## config.mk

```make
export PLATFORM = sky130hd
export DESIGN_NAME = snn_param_memory
export DESIGN_NICKNAME = d
export VERILOG_FILES = /design/src/rtl/snn_param_memory.sv
export SDC_FILE = /design/constraint.sdc
export NUM_CORES = 2
export LEC_CHECK = 0
export CAP_MARGIN = 0
export CORE_AREA = 2 2 527 529
export CTS_CLUSTER_DIAMETER = 150
export CTS_CLUSTER_SIZE = 28
export DETAILED_ROUTE_END_ITERATION = 6
export DIE_AREA = 0 0 529 531
export HOLD_SLACK_MARGIN = 0.06
export SYNTH_ARGS = -nofsm -noshare
export SYNTH_HDL_FRONTEND = slang
export SYNTH_SLANG_ARGS = --single-unit
```

## constraint.sdc

```tcl
create_clock -name clk_i -period 5.25 [get_ports clk_i]
set_input_delay 0.7875 -clock clk_i [delete_from_list [all_inputs] [get_ports clk_i]]
set_output_delay 0.7875 -clock clk_i [all_outputs]
set_load 0.02 [all_outputs]
```

## src/rtl/snn_param_memory.sv

```systemverilog
// Parameter store for the SNN core: M x N register file with burst loader,
// random-access write/read port and a flattened all-entries output bus.
module snn_param_memory #(
  parameter  int M = 162,
  parameter  int N = 8,
  localparam int A = $clog2(M)
) (
  input  logic           clk_i,
  input  logic           rst_ni,
  input  logic           lock_i,
  input  logic           load_start_i,
  input  logic           load_valid_i,
  input  logic [N-1:0]   load_data_i,
  input  logic           wr_en_i,
  input  logic [A-1:0]   wr_addr_i,
  input  logic [N-1:0]   wr_data_i,
  input  logic           rd_en_i,
  input  logic [A-1:0]   rd_addr_i,
  output logic [N-1:0]   rd_data_o,
  output logic           rd_valid_o,
  output logic [M*N-1:0] all_data_out_o,
  output logic           load_busy_o,
  output logic           load_done_o,
  output logic [A-1:0]   load_ptr_o,
  output logic           overflow_o
);

  typedef enum logic [1:0] {
    S_IDLE,
    S_LOAD,
    S_DONE
  } state_e;

  localparam logic [A:0]   MA   = (A+1)'(M);
  localparam logic [A-1:0] LAST = A'(M - 1);

  state_e                  state_q, state_d;
  logic [M-1:0][N-1:0]     mem_q, mem_d;
  logic [A-1:0]            ptr_q, ptr_d;
  logic                    ovf_q, ovf_d;
  logic [N-1:0]            rd_data_q, rd_data_d;
  logic                    rd_valid_q;
  logic                    wr_ok;
  logic                    rd_ok;

  assign wr_ok = ({1'b0, wr_addr_i} < MA);
  assign rd_ok = ({1'b0, rd_addr_i} < MA);

  always_comb begin
    state_d   = state_q;
    ptr_d     = ptr_q;
    ovf_d     = ovf_q;
    mem_d     = mem_q;
    rd_data_d = rd_data_q;
    unique case (state_q)
      S_IDLE, S_DONE: begin
        if (load_start_i) begin
          state_d = S_LOAD;
          ptr_d   = '0;
        end
        if (load_valid_i) ovf_d = 1'b1;
      end
      S_LOAD: begin
        // a restart drops any word presented in the same cycle
        if (load_start_i) begin
          ptr_d = '0;
        end else if (load_valid_i && !lock_i) begin
          mem_d[ptr_q] = load_data_i;
          if (ptr_q == LAST) begin
            state_d = S_DONE;
            ptr_d   = '0;
          end else begin
            ptr_d = ptr_q + A'(1);
          end
        end
      end
      default: state_d = S_IDLE;
    endcase
    if (wr_en_i && !lock_i && state_q != S_LOAD && wr_ok)
      mem_d[wr_addr_i] = wr_data_i;
    // reads see the pre-edge contents, so same-cycle writes return old data
    if (rd_en_i)
      rd_data_d = rd_ok ? mem_q[rd_addr_i] : '0;
  end

  always_ff @(posedge clk_i or negedge rst_ni) begin
    if (!rst_ni) begin
      state_q    <= S_IDLE;
      mem_q      <= '0;
      ptr_q      <= '0;
      ovf_q      <= 1'b0;
      rd_data_q  <= '0;
      rd_valid_q <= 1'b0;
    end else begin
      state_q    <= state_d;
      mem_q      <= mem_d;
      ptr_q      <= ptr_d;
      ovf_q      <= ovf_d;
      rd_data_q  <= rd_data_d;
      rd_valid_q <= rd_en_i;
    end
  end

  assign all_data_out_o = mem_q;
  assign rd_data_o      = rd_data_q;
  assign rd_valid_o     = rd_valid_q;
  assign load_busy_o    = (state_q == S_LOAD);
  assign load_done_o    = (state_q == S_DONE);
  assign load_ptr_o     = ptr_q;
  assign overflow_o     = ovf_q;

endmodule

```

==> run_results.csv <==
group,metric,value,unit
status,status,"finished with violations",
status,violations,"max-capacitance violations, max-slew violations",
critical_path,start_kind,"primary input",
timing,finalCriticalPeriod,4.48,ns
logic_synthesis,synth_edf_count,0,
pwr,p_leak,0.0417,µW
floorplan,start_util,0.263,
critical_path,r2r_cells,7,
clock_network,postCtsSetupBuffers,0,
logic_synthesis,async_reset_ff_frac,1.00,
final_layout,drive_gt1_frac,0.0944,
routing,num_vias,75200,
routing,wirelength,561,mm
logic_synthesis,syn-cell-area,72300,µm²
routing,postRouteAntennaNets,0,
place,gp_congestion,1.00,
timing,rsz0062_at_grt,"false",
grt,grt_pass1_wl,719,mm
logic_synthesis,synth-main-ff-cell,"dfrtp_1",
job,cap_violations,1,
critical_path,r2r-end,"all_data_out_o[252]$_DFF_PN0_",
final_layout,area_growth,28.7,%
clock_network,cts_sinks,1316,
pwr,total_power,21000,µW
logic_synthesis,yosysUniqueCellTypes,74,
critical_path,crit_path_end_kind,"flop",
final_layout,finalNetCount,8686,
logic_synthesis,synthesis.nets,7532,
min_path,whs_path_depth,3,
logic_synthesis,yosysWarnings,0,
critical_path,crit_path_max_fanout,24,
logic_synthesis,ys_seq_area_frac,0.455,
routing,drtPass1Iterations,7,
logic_synthesis,synthTopCellsByArea,"dfrtp_1, mux2i_1, a21oi_1, mux4_2, nor2_1",
timing,finalMaxSlewViolations,7,
floorplan,dieWidth,529,µm
grt,antenna_found_initial,75,
floorplan,dieArea,281000,µm²
clock_network,clockBufferDepth,3,
timing,max_freq,223,MHz
clock_network,cts_tree,"built",
clock_network,path_clk_slew,0.12,ns
logic_synthesis,netlist.top_cell.by_area,"dfrtp_1",
critical_path,regToRegSetupSlack,0.99,ns
min_path,hold_path.class,"primary input to flop",
timing,setup_slack,0.773,ns
clock_network,clockRootBuffer,"clkbuf_16",
place,detailed_place_hpwl,420,mm
floorplan,num_rows,193,
place,portBuffers,1354,
grt,grt_pass1_vias,68800,
timing,fin_crit_sh,0.853,
logic_synthesis,synth_area_per_cell,9.66,µm²
grt,grt_overflow,0,
place,pre_cts_ws,0.0103,ns
clock_network,cts-buffers-inserted,56,
critical_path,crit_required,5.97,ns
routing,drc,0,
pwr,power_density,225,nW/µm²
clock_network,h-tree-depth,2,
min_path,min_from,"wr_data_i[2]",
floorplan,core,275000,µm²
critical_path,r2r_start,"load_ptr_o[2]$_DFFE_PN0P_",
timing,worst_pin_slew,1.51,ns
routing,vias_per_cell,6.11,
floorplan,die_h,531,µm
routing,drt_iter0_drc,12700,
timing,hold_viol,0,
floorplan,ioPinCount,1355,
logic_synthesis,synth_top_area_frac,0.455,
clock_network,clk_latency,0.83,ns
grt,grt_max_degree,153,
final_layout,fin_util,0.338,
timing,finClkSkew,0.0537,ns
timing,relSlewSlack,-0.00773,
min_path,holdPathEnd,"all_data_out_o[522]$_DFF_PN0_",
logic_synthesis,syn_inst,7489,
critical_path,arrival,5.20,ns
pwr,ir_drop,0.000277,V
grt,grtUsageTotal,0.384,
logic_synthesis,ys_ff_latch,1316,
timing,setup_viol,0,
routing,avgRoutedWirePerCell,45.6,µm
critical_path,critical_path_class,"primary input to flop",
-- placed cells by master (no fill, tap or decap), types with 9 or more instances in the layout --
cell	netlist	routed
a211oi_1	9	9
a21oi_1	1116	1116
a221oi_1	26	26
a22oi_1	307	307
a31oi_1	15	15
a32oi_1	82	82
and2_1	24	14
and2_2	0	11
buf_12	0	51
buf_4	18	340
clkbuf_16	0	57
clkdlybuf4s50_1	0	1332
dfrtp_1	1316	1316
diode_2	0	49
inv_1	17	14
mux2_2	11	11
mux2i_1	1053	1053
mux4_2	226	226
nand2_1	699	698
nand2b_1	28	25
nand3_1	47	45
nor2_1	1224	1200
nor2_2	28	44
nor2b_1	22	18
nor3_1	45	39
nor3_2	11	15
o21ai_0	340	340
o21ai_1	13	13
o221ai_1	64	64
o22ai_1	22	22
-- cell type report --
cell class	count	area (µm²)
clock inverter	6	134
fill	27800	182000
sequential	1316	32900
clock buffer	61	1470
antenna	49	123
timing repair buffer	1736	17100
multi-input combinational	5512	36800
tap	3607	4510
inverter	21	80.1
-- metal layers --
metal / track usage / vias up / routed length [µm]
li1: - / 29200 / -
met1: 0.479 / 38000 / 210000
met2: 0.576 / 6687 / 241000
met3: 0.126 / 1297 / 69300
met4: 0.231 / 20 / 40300
met5: 0 / - / 130
-- through the flow --
stage               cell area, µm²   TNS, ns  std cells  hold WS, ns
floorplan                    72300         0       7489        0.492
global placement             91400  -0.00134      12200        0.472
detailed placement           91400         0      12200        0.499
CTS                          93000         0      12300        0.276
global route                 93000         0      12300        0.305
finish                       93100         0      12300        0.297
-- worst max-delay path: stages --
cell and delay, ns:
buf_4 0.24, buf_4 0.34, nor2b_2 0.60, buf_4 0.46, a221oi_1 0.26, o311ai_0 0.79
o2111ai_1 0.59, nor3_1 0.72, a21oi_1 0.12, a21o_1 0.21
-- what timing repair did --
item	4_1_cts	5_1_grt
hold buffers	1	0
endpoints found under the hold margin	33	0
gates resized for setup	0	0
-- where the power goes --
| part | leakage, µW | internal, µW | switching [µW] |
|---|---|---|---|
| combinational | 0.0226 | 1200 | 3020 |
| sequential | 0.0183 | 10400 | 422 |
| clock | 0.000776 | 2060 | 3880 |
| total | 0.0417 | 13700 | 7320 |
-- Yosys cell counts, types with 6 or more instances --
cell         n
buf_6       29
mux2i_1   1053
nand3_1     47
inv_1       17
o21ai_1     13
mux2_2      11
a211oi_1     9
nor2_1    1224
nand2_1    699
nor3_2      11
o311ai_0     7
a31oi_1     15
and2_1      24
dfrtp_1   1316
nor2b_1     22
a22oi_1    307
buf_2       43
o21ai_0    340
clkbuf_1   508
o22ai_1     22
nor3_1      45
and3_1       6
a221oi_1    26
buf_4       18
nor2_2      28
o221ai_1    64
a32oi_1     82
nand2b_1    28
buf_1       41
mux4_2     226
a21oi_1   1116
-- state kept, by name, summed over array words and instances, names as in the netlist --
signal	count
all_data_out_o	1296
rd_valid_o	1
overflow_o	1
state_q	2
rd_data_o	8
load_ptr_o	8
-- cell families (layout without fill, tap and decap cells) --
| kind of cell | Yosys count | after routing | synth area share |
|---|---|---|---|
| xor gates and xnor gates | 6 | 6 | 0.000726 |
| muxes | 1294 | 1294 | 0.219 |
| and+or+nand+nor | 2161 | 2161 | 0.120 |
| DFF | 1316 | 1316 | 0.455 |
| adders and majority gates | 4 | 4 | 0.000692 |
| buffers and inverters | 661 | 1824 | 0.0391 |
| AOI/OAI and AO/OA | 2047 | 2047 | 0.165 |
| other | 0 | 49 | 0 |
-- worst max-delay path by stage --
stage,slack [ns],from,end
2_1_floorplan,2.46,rd_addr_i[0],rd_data_o[4]$_DFFE_PN0P_
3_3_place_gp,-0.001,rd_addr_i[2],rd_data_o[3]$_DFFE_PN0P_
3_5_place_dp,0.01,rd_addr_i[2],rd_data_o[3]$_DFFE_PN0P_
4_1_cts,0.88,rd_addr_i[2],rd_data_o[3]$_DFFE_PN0P_
5_1_grt,0.89,rd_addr_i[2],rd_data_o[3]$_DFFE_PN0P_
6_report,0.77,rd_addr_i[2],rd_data_o[3]$_DFFE_PN0P_
Power figures use the tool's default switching activity.
